**src/rtl/bin2bcd_pkg.sv**
```systemverilog
// Shared types and constants for the sequential binary-to-BCD converter.
package bin2bcd_pkg;

    typedef enum logic [0:0] {
        IDLE  = 1'b0,
        SHIFT = 1'b1
    } state_t;

    localparam int         BCD_DIGIT_W     = 4;
    localparam logic [3:0] BCD_ADD3_THRESH = 4'd5;

endpackage : bin2bcd_pkg

```
**src/rtl/bcd_add3.sv**
```systemverilog
// Double-dabble digit correction: a digit of 5 or more gets +3 before the shift.
module bcd_add3
    import bin2bcd_pkg::*;
(
    input  logic [BCD_DIGIT_W-1:0] din,
    output logic [BCD_DIGIT_W-1:0] dout
);

    // Correct one BCD digit ahead of the left shift
    always_comb begin
        if (din >= BCD_ADD3_THRESH) begin
            dout = din + 4'd3;
        end else begin
            dout = din;
        end
    end

endmodule : bcd_add3

```
**src/rtl/bin2bcd_seq.sv**
```systemverilog
// Iterative binary-to-BCD converter, one bit per clock.
// Optional leading-zero blanking mask built when BIN2BCD_BLANK_EN is defined.
module bin2bcd_seq
    import bin2bcd_pkg::*;
#(
    parameter int WIDTH  = 8,
    parameter int DIGITS = 3
) (
    input  logic                          clk,
    input  logic                          rst,
    input  logic                          start,
    input  logic [WIDTH-1:0]              bin,
    output logic                          busy,
    output logic                          done,
    output logic [BCD_DIGIT_W*DIGITS-1:0] bcd,
    output logic [DIGITS-1:0]             blank
);

    localparam int CNT_W = $clog2(WIDTH + 1);
    localparam int SCR_W = BCD_DIGIT_W * DIGITS;

    function automatic longint unsigned pow10(input int n);
        longint unsigned p;
        p = 64'd1;
        for (int i = 0; i < n; i++) begin
            p = p * 64'd10;
        end
        return p;
    endfunction

    if (pow10(DIGITS) <= ((64'd1 << WIDTH) - 64'd1)) begin : g_digits_too_few
        $error("bin2bcd_seq: DIGITS too small for WIDTH");
    end

    state_t             state_q, state_d;
    logic [WIDTH-1:0]   shreg_q, shreg_d;
    logic [SCR_W-1:0]   scratch_q, scratch_d;
    logic [CNT_W-1:0]   cnt_q, cnt_d;
    logic               busy_q, busy_d;
    logic               done_q, done_d;
    logic [SCR_W-1:0]   bcd_q, bcd_d;
    logic [DIGITS-1:0]  blank_q, blank_d;

    logic [SCR_W-1:0]   corr_s;
    logic [SCR_W-1:0]   next_scr_s;
    logic [DIGITS-1:0]  mask_s;
    logic               last_s;

    for (genvar g = 0; g < DIGITS; g++) begin : g_add3
        bcd_add3 u_add3 (
            .din  (scratch_q[g*BCD_DIGIT_W +: BCD_DIGIT_W]),
            .dout (corr_s[g*BCD_DIGIT_W +: BCD_DIGIT_W])
        );
    end

    // The top scratch bit is dropped on the shift; DIGITS guarantees it is always 0
    assign next_scr_s = {corr_s[SCR_W-2:0], shreg_q[WIDTH-1]};
    assign last_s     = (cnt_q == CNT_W'(WIDTH - 1));

`ifdef BIN2BCD_BLANK_EN
    // Blank a digit when it and every higher digit are zero; units always shown
    always_comb begin
        logic zero_above;
        zero_above = 1'b1;
        mask_s     = '0;
        for (int i = DIGITS - 1; i >= 1; i--) begin
            zero_above = zero_above & (next_scr_s[i*BCD_DIGIT_W +: BCD_DIGIT_W] == 4'd0);
            mask_s[i]  = zero_above;
        end
        mask_s[0] = 1'b0;
    end
`else
    assign mask_s = '0;
`endif

    // Next-state, datapath and output-register logic
    always_comb begin
        state_d   = state_q;
        shreg_d   = shreg_q;
        scratch_d = scratch_q;
        cnt_d     = cnt_q;
        busy_d    = busy_q;
        done_d    = 1'b0;
        bcd_d     = bcd_q;
        blank_d   = blank_q;
        case (state_q)
            IDLE: begin
                if (start) begin
                    shreg_d   = bin;
                    scratch_d = '0;
                    cnt_d     = '0;
                    busy_d    = 1'b1;
                    state_d   = SHIFT;
                end else begin
                    state_d   = IDLE;
                end
            end
            SHIFT: begin
                scratch_d = next_scr_s;
                shreg_d   = {shreg_q[WIDTH-2:0], 1'b0};
                cnt_d     = cnt_q + 1'b1;
                if (last_s) begin
                    bcd_d   = next_scr_s;
                    blank_d = mask_s;
                    done_d  = 1'b1;
                    busy_d  = 1'b0;
                    state_d = IDLE;
                end else begin
                    state_d = SHIFT;
                end
            end
            default: begin
                busy_d  = 1'b0;
                state_d = IDLE;
            end
        endcase
    end

    // State and output registers; reset aborts any conversion in flight
    always_ff @(posedge clk or posedge rst) begin
        if (rst) begin
            state_q   <= IDLE;
            shreg_q   <= '0;
            scratch_q <= '0;
            cnt_q     <= '0;
            busy_q    <= 1'b0;
            done_q    <= 1'b0;
            bcd_q     <= '0;
            blank_q   <= '0;
        end else begin
            state_q   <= state_d;
            shreg_q   <= shreg_d;
            scratch_q <= scratch_d;
            cnt_q     <= cnt_d;
            busy_q    <= busy_d;
            done_q    <= done_d;
            bcd_q     <= bcd_d;
            blank_q   <= blank_d;
        end
    end

    assign busy  = busy_q;
    assign done  = done_q;
    assign bcd   = bcd_q;
    assign blank = blank_q;

endmodule : bin2bcd_seq
```
**config.mk**
```make
export PLATFORM = sky130hd
export DESIGN_NAME = bin2bcd_seq
export DESIGN_NICKNAME = d
export VERILOG_FILES = /design/src/rtl/bin2bcd_pkg.sv /design/src/rtl/bcd_add3.sv /design/src/rtl/bin2bcd_seq.sv
export SDC_FILE = /design/constraint.sdc
export NUM_CORES = 1
export LEC_CHECK = 0
export CORE_MARGIN = 4
export CORE_UTILIZATION = 48
export DETAILED_ROUTE_END_ITERATION = 12
export PLACE_DENSITY = 0.8
export SLEW_MARGIN = 5
export SYNTH_ARGS = -nofsm -noshare
export SYNTH_HDL_FRONTEND = slang
export SYNTH_SLANG_ARGS = --single-unit
```
**constraint.sdc**
```tcl
create_clock -name clk -period 1.5 [get_ports clk]
set_input_delay 0.225 -clock clk [delete_from_list [all_inputs] [get_ports clk]]
set_output_delay 0.225 -clock clk [all_outputs]
set_load 0.02 [all_outputs]
```
==> results of run 1 <==
cells in the mapped netlist (all sizes together) (3+ instances only):
cell	number	area (sq um)
buf	10	60.1
nand2	35	131
o21ai	24	120
ha	7	87.6
o22ai	10	68.8
mux2	3	37.5
nand3	3	20.0
nand2b	3	18.8
mux2i	8	80.1
inv	9	33.8
dfrtp	39	976
a21oi	9	56.3
xnor2	4	35.0
nor3b	5	37.5
nor2	4	15.0
critical path: cells and delay by family (launching register included):
family	cells	cell delay, ns
AOI/OAI and AO/OA	1	0.15
and+or+nand+nor	2	0.30
DFF	1	0.43
buffers and inverters	2	0.53
how the worst min path moves through the flow:
stage | cells past startpoint | slack [ns] | start | end
2_1_floorplan | 2 | 0.38 | bin[0] | shreg_q[0]
4_1_cts | 3 | 0.28 | rst | bcd[1]
5_1_grt | 3 | 0.29 | rst | bcd[1]
3_5_place_dp | 2 | 0.47 | bcd[0] | bcd[0]
6_report | 3 | 0.28 | rst | scratch_q[2]
3_3_place_gp | 2 | 0.46 | shreg_q[2] | shreg_q[3]
where the power goes:
part / switching [mW] / total (mW) / leakage, nW / internal (mW)
combinational: 1.47 / 3.02 / 0.734 / 1.54
clock: 0.370 / 1.03 / 0.0654 / 0.665
sequential: 0.388 / 1.90 / 0.497 / 1.51
total: 2.23 / 5.95 / 1.30 / 3.72
state kept, by name, summed over array words and instances, names as in the netlist:
name / flops
cnt_q: 4
scratch_q: 12
done: 1
bcd: 12
shreg_q: 8
busy: 1
state_q: 1
layer usage:
metal / vias to the layer above / GRT usage / share of wire
met4: 0 / 0.0638 / 0
met2: 41 / 0.250 / 0.50
met5: - / 0 / 0
met1: 658 / 0.175 / 0.44
li1: 699 / - / -
met3: 0 / 0.0551 / 0.056
area by class of cell:
class	count	area, sq um
Clock buffer	6	72.6
Clock inverter	2	60.1
Fill cell	268	1110
Inverter	10	37.5
Multi-Input combinational cell	124	880
Sequential cell	39	976
Tap cell	48	60.1
Timing Repair Buffer	43	462
kinds of logic (layout without fill, tap and decap cells):
group	after synthesis	in the layout
AND/OR/NAND/NOR	53	53
AO/OA/AOI/OAI	46	46
flip-flops	39	39
buffers and inverters	21	61
multiplexers	11	11
adder cells (fa/ha/maj)	7	7
XOR/XNOR	4	4
other	1	3
metrics by stage:
step                      utilization  hold WS [ns]  TNS (ns)
after CTS                       0.652         0.280         0
after global placement          0.607         0.462         0
after floorplan                     -         0.381         0
after global routing            0.696         0.295   -0.0801
after detailed placement        0.607         0.471   -0.0302
final                           0.696         0.279         0
repair_timing:
item	4_1_cts	5_1_grt
setup endpoints to repair	5	20
setup buffers	4	2
pin swaps	3	5
gates resized for setup	3	39
gates cloned	0	0
==> impl_metrics.csv, run 1 <==
group,metric,value,unit
clock_tree,worst_skew_pair.late_latency,0.29,ns
drt,ant_nets,0,
sta,fmax,0.671,GHz
sta,slew_violations,0,
synth,syn_avg_cell_area,10.1,sq um
critical_path,rr_endpoint,"scratch_q[11]",
placement,port_buffers,24,
synth,synth_simple_gate_area_frac,0.132,
critical_path,crit_fanout,19,
die,ios,28,
final_layout,mostFrequentLayoutCell,"dfrtp_1",
synth,ys_ff_latch,39,
synth,synth_edf_count,0,
sta,fin_crit_sh,0.994,
drt,dr.pass1.iters,4,
critical_path,crit_start,"state_q",
critical_path,cp_slowest_stage_delay,0.43,ns
synth,yosysSeqAreaShare,0.533,
sta,grt_setup_unrepaired,"yes",
clock_tree,htreeDepth,2,
grt,grt_usage,0.151,
outcome,status,"finished clean",
drt,drt-total-wl,3800,um
clock_tree,cts_sinks,39,
die,die_h,69.8,um
critical_path,reg2reg_from,"state_q",
sta,timing.final.ws_setup,0.00912,ns
sta,finalHoldViolCount,0,
placement,place_area,2220,sq um
worst_hold_path,hp-class,"in2async",
critical_path,cp.arrival,1.72,ns
drt,post_drt_via_cell_ratio,5.14,
placement,gp_congestion,0.734,
synth,mappedNetlistArea,1830,sq um
final_layout,drive_above_1_share,0.241,
synth,synth_top_family_by_area,"compound AO/OA/AOI/OAI gates",
final_layout,design_area,2550,sq um
run,drv_cap,0,
placement,hpwl,2440,um
sta,finalSetupViolCount,0,
power_and_ir_drop,power,5.95,mW
grt,grt_overflow,0,
clock_tree,cts_buffers,5,
die,fp.dieArea,4870,sq um
critical_path,path_cells,"clkinv_1 > buf_12 > nor3_1 > o21ai_0 > nand2_1",
drt,vias,1398,
drt,drc,0,
power_and_ir_drop,p_per_area,2330,nW/um^2
sta,skew,0.00603,ns
placement,place_inst,258,
critical_path,end_kind,"register",
die,dieWidth,69.8,um
grt,antenna_found_initial,0,
grt,grt_pass1_vias,1349,
synth,yosys_warnings,0,
final_layout,mostFrequentLayoutCells,"39 x dfrtp_1, 35 x nand2_1, 15 x buf_4",
clock_tree,clkTransAtPathRegs,0.08,ns
critical_path,critPathSlowestCell,"dfrtp_1",
critical_path,crit_required,1.73,ns
power_and_ir_drop,p_leak,1.30,nW
clock_tree,cts_root_buf,"clkbuf_8",
critical_path,cp-start-kind,"register",
clock_tree,clockBufferDepth,2,
grt,grt_max_degree,40,
sta,period_needed,1.49,ns
die,core_area,3660,sq um
final_layout,syn2layout_area_growth,39.2,%
placement,dp_slack,-0.0302,ns
critical_path,worstSetupPathType,"reg2reg",
clock_tree,cts_hold_buf,0,
power_and_ir_drop,vdd_drop_max,0.00139,V
synth,synthCells,182,
critical_path,r2r_cells,5,
critical_path,worst-r2r-setup-slack,0.009,ns
drt,drt-initial-drc-count,70,
final_layout,final_net_count,241,
clock_tree,cts_tree,"built",
synth,synth_async_sr_flop_share,1.00,
synth,yosysUniqueCellTypes,30,
synth,synth-compound-area-share,0.146,
synth,synth_flop_cell,"dfrtp_1",
drt,wl_per_cell,14.0,um
critical_path,crit_path_end,"scratch_q[11]",
die,rows,22,
synth,synth_xor_area_frac,0.0191,
final_layout,stdcell_count,272,
synth,muxShareOfSynthArea,0.0643,
synth,synthAdderAreaFrac,0.0478,
die,start_util,0.500,
grt,grt_pass1_wl,5740,um
final_layout,num_antenna_cells,0,
(Power assumes the default switching activity.)
==> run 2: changes to the inputs <==
--- a/config.mk
+++ b/config.mk
@@ -5,6 +5,7 @@
 export SDC_FILE = /design/constraint.sdc
 export NUM_CORES = 1
 export LEC_CHECK = 0
+export CORE_ASPECT_RATIO = 1.25
 export CORE_MARGIN = 4
 export CORE_UTILIZATION = 48
 export DETAILED_ROUTE_END_ITERATION = 12
==> impl_metrics.csv, run 2 (synthesis gave the netlist of run 1 again) <==
group,metric,value,unit
clock_tree,cts_root_buf,"clkbuf_8",
power_and_ir_drop,vdd_drop_max,0.00108,V
power_and_ir_drop,comb_power_share,0.532,
critical_path,worst-r2r-setup-slack,0.04,ns
final_layout,design_area,2500,sq um
die,dieWidth,63.2,um
final_layout,mostFrequentLayoutCell,"dfrtp_1",
outcome,status,"finished clean",
grt,antenna_found_initial,0,
placement,hpwl,2530,um
power_and_ir_drop,p_seq_frac,0.332,
power_and_ir_drop,p_leak,1.25,nW
sta,fin_crit_sh,0.974,
critical_path,crit_family,"buffers and inverters",
drt,drc,0,
drt,drt-initial-drc-count,42,
die,die_h,77.0,um
grt,grt_overflow,0,
die,fp.dieArea,4870,sq um
placement,place_area,2210,sq um
drt,dr.pass1.iters,2,
final_layout,final_net_count,244,
final_layout,multi_input_area,878,sq um
sta,fmax,0.684,GHz
final_layout,fill_cells,242,
die,start_util,0.512,
critical_path,critPathSlowestCell,"clkdlybuf4s50_1",
final_layout,mostFrequentLayoutCells,"39 x dfrtp_1, 35 x nand2_1, 19 x buf_4",
critical_path,crit_fanout,2,
sta,slew_violations,0,
sta,finalSetupViolCount,0,
sta,grt_setup_unrepaired,"yes",
run,drv_cap,0,
clock_tree,cts_tree,"built",
grt,grt_pass1_vias,1410,
sta,timing.final.ws_setup,0.0389,ns
grt,grt_pass1_wl,6090,um
final_layout,drive_above_1_share,0.238,
critical_path,cp_slowest_stage_delay,0.60,ns
clock_tree,cts_buffers,5,
final_layout,num_antenna_cells,0,
drt,drt-total-wl,3660,um
clock_tree,clkTransAtPathRegs,0.07,ns
final_layout,regArea,976,sq um
die,ios,28,
power_and_ir_drop,swShare,0.384,
final_layout,post-route-util,0.699,
clock_tree,clockBufferDepth,2,
sta,setup_tns,0,ns
clock_tree,worst_skew_pair.late_latency,0.29,ns
power_and_ir_drop,clkPwrFrac,0.136,
clock_tree,cts_sinks,39,
placement,port_buffers,24,
power_and_ir_drop,p_per_area,2270,nW/um^2
critical_path,worstSetupPathType,"reg2out",
power_and_ir_drop,p_sw,2.17,mW
clock_tree,htreeDepth,2,
sta,skew,0.00382,ns
critical_path,r2r_cells,5,
critical_path,cp_num_buf_inv,1,
die,core_area,3570,sq um
sta,finalHoldViolCount,0,
critical_path,rr_endpoint,"scratch_q[2]",
critical_path,crit_required,1.27,ns
critical_path,cp.arrival,1.24,ns
power_and_ir_drop,p_int,3.49,mW
critical_path,path_cells,"clkdlybuf4s50_1",
placement,place_inst,252,
worst_hold_path,hp-class,"in2async",
sta,period_needed,1.46,ns
drt,ant_nets,0,
final_layout,syn2layout_area_growth,36.4,%
critical_path,reg2reg_from,"scratch_q[0]",
drt,post_drt_via_cell_ratio,5.32,
drt,wl_per_cell,13.8,um
die,rows,24,
final_layout,stdcell_count,266,
placement,gp_congestion,0.742,
grt,grt_max_degree,40,
drt,vias,1415,
grt,grt_usage,0.156,
placement,dp_slack,-0.0268,ns
critical_path,end_kind,"primary output",
critical_path,cp-start-kind,"register",
==> run 2: changes by cell type in the layout (fill, tap and decap cells not counted), moves of 2 or more <==
cell	delta
clkbuf_8	+2
bufinv_16	-2
dlymetal6s2s_1	-3
clkdlybuf4s50_1	+3
o21ai_2	-2
buf_12	-2
o21ai_1	+2
buf_4	+4
==> run 2: timing repair <==
action	CTS	global route
setup endpoints to repair	5	20
cloned	0	0
hold buffers	0	0
setup buffers	4	2
pin swaps	3	3
resized for setup	7	31
==> run 2: through the flow <==
stage	power (mW)	hold WS [ns]
6_report	5.66	0.284
5_1_grt	6.07	0.291
4_1_cts	5.27	0.289
3_5_place_dp	4.36	0.474
3_3_place_gp	4.23	0.464
2_1_floorplan	3.44	0.381
==> run 2: final cells by class <==
| type | count | share of cell area |
|---|---|---|
| tap | 39 | 0.0195 |
| timing repair buffer | 46 | 0.182 |
| sequential | 39 | 0.391 |
| inverter | 10 | 0.0150 |
| multi-input combinational | 124 | 0.352 |
| clock buffer | 8 | 0.0401 |
==> run 2: power by group through the flow <==
stage	Combinational (mW)	Clock [mW]	Sequential [mW]
CTS	2.63	0.787	1.85
global route	3.28	0.842	1.95
global placement	2.38	0	1.84
finish	3.01	0.769	1.88
floorplan	1.45	0	1.99
detailed placement	2.49	0	1.87
==> run 2: how the worst max path moves through the flow <==
stage,start,end,slack (ns),depth (start not counted)
floorplan,scratch_q[0],scratch_q[2],0.04,6
global placement,scratch_q[1],scratch_q[2],0.02,6
detailed placement,scratch_q[5],scratch_q[6],-0.03,6
CTS,scratch_q[0],scratch_q[1],0.005,7
global route,scratch_q[1],scratch_q[1],-0.02,8
finish,bcd[4],bcd[4],0.04,1
==> run 2: routing by layer <==
layer | up-vias | share of wire | track usage
met1 | 680 | 0.42 | 0.174
li1 | 705 | - | -
met5 | - | 0 | 0
met3 | 7 | 0.037 | 0.0395
met4 | 0 | 0.020 | 0.0583
met2 | 23 | 0.52 | 0.284
==> run 3: changes to the inputs <==
--- a/config.mk
+++ b/config.mk
@@ -7,9 +7,10 @@
 export LEC_CHECK = 0
 export CORE_ASPECT_RATIO = 1.25
 export CORE_MARGIN = 4
-export CORE_UTILIZATION = 48
+export CORE_UTILIZATION = 50
+export CTS_BUF_LIST = sky130_fd_sc_hd__clkbuf_8
 export DETAILED_ROUTE_END_ITERATION = 12
-export PLACE_DENSITY = 0.8
+export PLACE_DENSITY = 0.83
 export SLEW_MARGIN = 5
 export SYNTH_ARGS = -nofsm -noshare
 export SYNTH_HDL_FRONTEND = slang
==> impl_metrics.csv, run 3 (synthesis gave the netlist of run 1 again) <==
group,metric,value,unit
final_layout,num_antenna_cells,0,
power_and_ir_drop,p_leak,1.27,nW
power_and_ir_drop,vdd_drop_max,0.00159,V
sta,slew_violations,0,
final_layout,mostFrequentLayoutCells,"39 x dfrtp_1, 35 x nand2_1, 20 x buf_4",
clock_tree,cts_sinks,39,
placement,port_buffers,24,
critical_path,cp.arrival,1.68,ns
clock_tree,htreeDepth,2,
drt,ant_nets,0,
sta,timing.final.ws_setup,-0.000907,ns
sta,period_needed,1.50,ns
grt,grt_usage,0.172,
worst_hold_path,hp-class,"in2async",
die,start_util,0.521,
sta,finalSetupViolCount,1,
die,die_h,75.7,um
critical_path,crit_fanout,3,
critical_path,critPathSlowestCell,"dfrtp_1",
final_layout,drive_above_1_share,0.233,
die,core_area,3510,sq um
grt,grt_pass1_vias,1425,
grt,antenna_found_initial,0,
final_layout,syn2layout_area_growth,35.1,%
critical_path,cp-start-kind,"register",
placement,gp_congestion,0.771,
drt,drt-total-wl,3770,um
clock_tree,cts_buffers,5,
die,rows,24,
drt,dr.pass1.iters,4,
sta,skew,0.00513,ns
clock_tree,clkTransAtPathRegs,0.07,ns
die,fp.dieArea,4700,sq um
sta,grt_setup_unrepaired,"yes",
clock_tree,cts_tree,"built",
power_and_ir_drop,power,5.59,mW
final_layout,final_net_count,244,
sta,setup_tns,-0.000907,ns
die,ios,28,
final_layout,mostFrequentLayoutCell,"dfrtp_1",
clock_tree,cts_root_buf,"clkbuf_8",
die,dieWidth,62.1,um
grt,grt_pass1_wl,6290,um
sta,finalHoldViolCount,0,
sta,fmax,0.666,GHz
clock_tree,clockBufferDepth,2,
clock_tree,cts_hold_buf,0,
critical_path,crit_required,1.67,ns
outcome,violations,"setup timing",
critical_path,worstSetupPathType,"reg2reg",
placement,dp_slack,-0.0357,ns
critical_path,cp_slowest_stage_delay,0.44,ns
outcome,status,"complete, but fails checks",
run,drv_cap,0,
critical_path,path_cells,"ha_4 > nand2b_4 > buf_4 > nor3b_1 > a21oi_1 > o22ai_1",
final_layout,design_area,2470,sq um
clock_tree,worst_skew_pair.late_latency,0.30,ns
sta,fin_crit_sh,1.00,
placement,hpwl,2400,um
critical_path,end_kind,"register",
critical_path,worst-r2r-setup-slack,-0.0009,ns
grt,grt_max_degree,40,
drt,drc,0,
drt,vias,1406,
placement,place_area,2190,sq um
power_and_ir_drop,p_per_area,2260,nW/um^2
drt,drt-initial-drc-count,37,
drt,wl_per_cell,14.2,um
drt,post_drt_via_cell_ratio,5.29,
grt,grt_overflow,0,
## run 3: cell count changes in the layout (fill, tap and decap cells not counted), sizes merged
| cell | before | now |
|---|---|---|
| inv | 9 | 10 |
| dlymetal6s2s | 9 | 11 |
| clkdlybuf4s50 | 14 | 12 |
| clkbuf | 8 | 7 |
## run 3: cell type report
class,instances,area (sq um)
fillers,255,1040
well taps,39,48.8
clock inverters,1,3.75
clock buffers,7,96.3
inverters,10,37.5
repair buffers,46,457
flip-flops and latches,39,976
multi-input cells,124,855
## run 3: per-stage QoR
stage / instances / hold WS (ns) / utilization
final: 266 / 0.281 / 0.704
after global routing: 266 / 0.286 / 0.704
after CTS: 260 / 0.288 / 0.658
after global placement: 249 / 0.464 / 0.622
after detailed placement: 249 / 0.466 / 0.622
after floorplan: 184 / 0.381 / -
## run 3: per-layer routing
metal	global-route usage	part of all wire	vias up
met4	0.0771	0.021	0
li1	-	-	706
met5	0	0	-
met3	0.0501	0.035	8
met2	0.305	0.52	24
met1	0.193	0.43	668
## run 3: worst max-delay path, delay by kind of cell, from the launching register on
family | cells | cell delay, ns
flip-flops | 1 | 0.44
AO/OA/AOI/OAI | 2 | 0.37
AND/OR/NAND/NOR | 2 | 0.27
adder cells (fa/ha/maj) | 1 | 0.18
buffers and inverters | 1 | 0.13
## run 3: power breakdown
group,total (mW),switching (mW),internal [mW]
Clock,0.767,0.354,0.413
Combinational,2.94,1.45,1.50
Sequential,1.88,0.372,1.51
## run 3: final timing paths
path / depth (start not counted) / endpoint / startpoint
setup / recovery: 6 / scratch_q[4] / scratch_q[0]
hold / removal: 3 / shreg_q[0] / rst
setup reg to reg: 6 / scratch_q[4] / scratch_q[0]
hold reg to reg: 2 / bcd[0] / bcd[0]
max in group asynchronous: 3 / bcd[11] / rst
min in group clk: 2 / bcd[0] / bcd[0]
## run 3: timing repair
item,4_1_cts,5_1_grt
resized for setup,4,32
pin swaps,2,7
setup endpoints to repair,6,23
setup buffers,3,6
endpoints found under the hold margin,0,0
cloned,0,0
==> RTL edit 1 (settings of run 1) <==
Set the package constant `BCD_DIGIT_W` to 5 (it was 4).
--- a/src/rtl/bin2bcd_pkg.sv
+++ b/src/rtl/bin2bcd_pkg.sv
@@ -6,7 +6,7 @@
         SHIFT = 1'b1
     } state_t;
 
-    localparam int         BCD_DIGIT_W     = 4;
+    localparam int         BCD_DIGIT_W     = 5;
     localparam logic [3:0] BCD_ADD3_THRESH = 4'd5;
 
 endpackage : bin2bcd_pkg
Interface: changed (resized bcd); port bits go from 28 to 31. The function was not compared with the original's and may differ.
==> RTL edit 1 against run 1 <==
Power fell by 0.42%. Critical path depth did not move. Wire length rose by 13%. Setup slack improved by 0.056 ns. Synthesized area rose by 19%. Count of clock-buffer cells in the layout did not move. Final area rose by 4.4%. Sequential cell count rose by 6. Critical endpoint unchanged.
==> RTL edit 1: results (changes against run 1) <==
| Metric | Value |
|---|---|
| Flop2flop setup slack | 0.07 ns (+0.06 ns) |
| Register area | 0.001130 mm2 (+16%) |
| Slowest stage delay, CP | 0.46 ns (+0.03 ns) |
| Top sig layer | met4 |
| Fin area | 0.002660 mm2 (+4.4%) |
| Placed Area | 0.002521 mm2 (+13%) |
| CP Max Fanout | 8 (-11) |
| Clock transition at the registers of the reported paths | 0.08 ns (about the same) |
| Pleak | 0.001367 uW (+5.5%) |
| Gr usage total | 0.1643 (+0.01379) |
| Clk_lat worst skew | 0.30 ns |
| FFs & Latches | 45 (+15%) |
| Total Wirelength | 4299 um (+13%) |
| Peak VDD IR | 0.7761 mV (-44%) |
| Grt met1 use | 0.1997 (+0.02477) |
| Post-Synthesis Cells | 223 (+23%) |
| Yosys warnings | 0 (unchanged) |
| Layout Skew | 0.003452 ns (-0.002579 ns) |
| First-pass DRT Iterations | 4 (unchanged) |
| Status | completed |
| Seq/Total Area, Yosys | 0.5175 (-0.01561) |
| Synth top cells by count | dfrtp_1, nand2_1, o21ai_0, inv_1, nor3_1 |
| Synth unique cells | 37 (+23%) |
| Vias in the first global route | 1547 (+15%) |
| EDFF count, synth | 0 (unchanged) |
| Met1 wire length | 1945 um (+16%) |
| Initial DRC Count | 131 (+87%) |
| Initial antenna violation count | 0 (unchanged) |
| Global-route wire length before repair | 7093 um (+24%) |
| # diodes | 0 (unchanged) |
| CP arrival | 1.61 ns (-0.11 ns) |
| Grt met2 use | 0.2694 (+0.01942) |
| Slowest-stage cell, CP | dfrtp_2 |
| Layout cells sized above 1 | 0.1284 (-0.1127) |
| WL/cell | 13.91 um (-0.47%) |
| Place WS | 0.07414 ns (+0.1043 ns) |
| Clk root buf | clkbuf_8 |
| Hold slack | 0.2650 ns (-0.01370 ns) |
| DR vias | 1671 (+20%) |
| Comb_multi_in | 155 (+25%) |
| Non-clk invs | 12 (+2) |
| Non-clock buffer area fraction after layout | 0.1496 (-0.03166) |
| Largest net degree at the start of global routing | 46 (+15%) |
| DR WL met3 | 199 um (-6.6%) |
| Routed wl met2 | 2040 um (+6.4%) |
| Most area-consuming cells after synthesis | dfrtp_1, nand2_1, o21ai_0 |
| Multi-input logic area | 939.7 um2 (+6.8%) |
| Detail Placement HPWL | 2856 um (+17%) |
| Crit Reg-Reg Startpoint | scratch_q[10] |
| Layout net count | 274 (+14%) |
| Clock Network Area Fraction | 0.03104 (-0.02102) |
| Filler cells | 364 (+36%) |
| GP Congestion | 0.8127 (+11%) |
| Placed insts | 299 (+16%) |
| Port bufs | 27 (+13%) |
| Non-Clock Buffer Count | 37 (-14%) |
| Met3 GRT Util | 0.04617 (-0.008898) |
## RTL edit 1: cell types whose count changed after synthesis, moves of 4 or more
cell	before	now
dfrtp_1	39	45
nor3_1	1	9
o21ai_0	15	23
a21o_1	0	4
nand2_1	35	39
## RTL edit 1: where the power goes
part	internal, uW	switching [uW]	total, uW
Clock	323	404	727
Combinational	1310	1610	2920
Sequential	1790	487	2280
## RTL edit 1: timing repair
item,4_1_cts,5_1_grt
hold endpoints to repair,0,0
buffers inserted,0,2
hold buffers,0,0
cloned,0,0
resized for setup,4,20
endpoints found under the setup margin,4,23
pin swaps,0,1
## RTL edit 1: worst max path at each step
| stage | start | end | cells past startpoint | slack [ns] |
|---|---|---|---|---|
| 6_report | scratch_q[10] | scratch_q[11] | 5 | 0.07 |
| 5_1_grt | scratch_q[10] | scratch_q[11] | 5 | -0.03 |
| 4_1_cts | busy | busy | 1 | 0.00007 |
| 3_5_place_dp | start | cnt_q[3] | 5 | 0.07 |
| 3_3_place_gp | start | cnt_q[3] | 5 | 0.11 |
| 2_1_floorplan | scratch_q[6] | scratch_q[8] | 6 | 0.19 |
## RTL edit 1: kinds of logic (layout without fill, tap and decap cells)
| family | count (synthesis) | after routing | synth area share |
|---|---|---|---|
| buf+inv | 25 | 57 | 0.05865 |
| mux | 12 | 12 | 0.05923 |
| xor+xnor | 5 | 5 | 0.02013 |
| fa+ha+maj | 7 | 7 | 0.04025 |
| other cells | 1 | 3 | 0.001723 |
| simple gates | 69 | 69 | 0.1449 |
| compound gates | 59 | 59 | 0.1576 |
| flops | 45 | 45 | 0.5175 |
## RTL edit 1: critical path: cells and delay by family (launching register included)
| kind | cells | cell delay [ns] |
|---|---|---|
| AOI/OAI and AO/OA | 4 | 0.61 |
| DFF | 1 | 0.46 |
| adders and majority gates | 1 | 0.23 |
==> RTL edit 2 (settings of run 1) <==
Made on the original files. Register the inputs `start` and `bin` before use, with the module's reset. The logic sees them one clock later.
--- a/src/rtl/bin2bcd_seq.sv
+++ b/src/rtl/bin2bcd_seq.sv
@@ -18,6 +18,19 @@
 
     localparam int CNT_W = $clog2(WIDTH + 1);
     localparam int SCR_W = BCD_DIGIT_W * DIGITS;
+
+    logic start_q;
+    logic [WIDTH-1:0] bin_q;
+
+    always_ff @(posedge clk or posedge rst) begin
+        if (rst) begin
+            start_q <= '0;
+            bin_q   <= '0;
+        end else begin
+            start_q <= start;
+            bin_q   <= bin;
+        end
+    end
 
     function automatic longint unsigned pow10(input int n);
         longint unsigned p;
@@ -85,8 +98,8 @@
         blank_d   = blank_q;
         case (state_q)
             IDLE: begin
-                if (start) begin
-                    shreg_d   = bin;
+                if (start_q) begin
+                    shreg_d   = bin_q;
                     scratch_d = '0;
                     cnt_d     = '0;
                     busy_d    = 1'b1;
Behaviour: not the same (a bounded check fails within 4 cycles, from zero or initial values and one cycle with rst high).
==> RTL edit 2 against run 1 <==
Synthesized area increased by 15%. Utilization decreased by 5.7 points. Global-route usage increased by 0.16 points. Power decreased by 5.1%. Wire length increased by 0.32%. Sequential cell count increased by 9. Setup slack improved by 0.037 ns. Die area increased by 13%. Final area increased by 3.2%. Final cell count decreased by 0.37%. Critical path type is now register to output port. Critical endpoint is now bcd[3]. Largest power group unchanged.
==> RTL edit 2: results (changes against run 1) <==
| Metric | Value |
|---|---|
| Initial DRC Count | 60 (-14%) |
| Slowest-stage cell, CP | clkdlybuf4s50_1 |
| CP Launch Point | bcd[3] |
| Total core area | 0.004115 mm2 (+12%) |
| Switching share of power | 0.3798 (+0.004841) |
| Met3 GRT Util | 0.04189 (-0.01318) |
| Slowest stage delay, CP | 0.60 ns (+0.17 ns) |
| GP Congestion | 0.8178 (+11%) |
| DR WL met3 | 192 um (-9.9%) |
| Crit Reg-Reg Startpoint | scratch_q[4] |
| FFs & Latches | 48 (+23%) |
| Top sig layer | met4 |
| WL/cell | 14.07 um (+0.69%) |
| Synth top cells by count | dfrtp_1, nand2_1, o21ai_0, mux2i_1, inv_1 |
| Non-clock buffer area fraction after layout | 0.1432 (-0.03804) |
| Comb_multi_in | 118 (-4.8%) |
| Layout Cells excl Fill | 271 (-0.37%) |
| Grt met1 use | 0.1982 (+0.02336) |
| Grt met2 use | 0.2431 (-0.006890) |
| Detail Placement HPWL | 2574 um (+5.7%) |
| Hold slack | 0.2787 ns (+0.00002700 ns) |
| Flop2flop setup slack | 0.05 ns (+0.04 ns) |
| Fin util | 0.6391 (-0.05673) |
| Drt via density | 5.214 (+1.4%) |
| CP arrival | 1.23 ns (-0.49 ns) |
| Global-route wire length before repair | 6244 um (+8.8%) |
| Status | completed |
| Pwr dens | 2146 mW/mm2 (-8.1%) |
| Clock Network Area Fraction | 0.02950 (-0.02257) |
| Post-Synthesis Cells | 185 (+1.6%) |
| Met1 wire length | 1644 um (-1.6%) |
| Non-Clock Buffer Count | 38 (-12%) |
| Gr usage total | 0.1521 (+0.001632) |
| Layout cells sized above 1 | 0.2172 (-0.02388) |
| CP Max Fanout | 2 (-17) |
| Worst reg2reg endpoint | bcd[6] |
| Placed insts | 259 (+0.39%) |
| Most area-consuming cells after synthesis | dfrtp_1, mux2i_1, ha_1 |
| Fraction of area in multi-input gates | 0.3311 (-0.01417) |
## RTL edit 2: cell types whose count changed after synthesis, sizes merged, moves of 2 or more
| cell | delta |
|---|---|
| nor3 | +4 |
| mux2i | +3 |
| dfrtp | +9 |
| o22ai | -8 |
| nor2 | +2 |
| o21ai | -3 |
| mux2 | +3 |
| a21o | +4 |
| nand2 | -14 |
| a22o | +4 |
## RTL edit 2: kinds of logic (layout without fill, tap and decap cells)
family / after synthesis / in the layout / share of synthesized area
and+or+nand+nor: 45 / 45 / 0.1038
DFF: 48 / 48 / 0.5694
xor gates and xnor gates: 3 / 3 / 0.01246
adders and majority gates: 7 / 7 / 0.04152
other: 1 / 3 / 0.001778
muxes: 17 / 17 / 0.09134
buffers and inverters: 21 / 55 / 0.04864
AOI/OAI and AO/OA: 43 / 43 / 0.1311
## RTL edit 2: repair_timing
item / CTS / global route
gates resized for setup: 5 / 27
endpoints found under the setup margin: 6 / 21
pin swaps: 1 / 4
endpoints found under the hold margin: 0 / 0
buffers inserted: 1 / 4
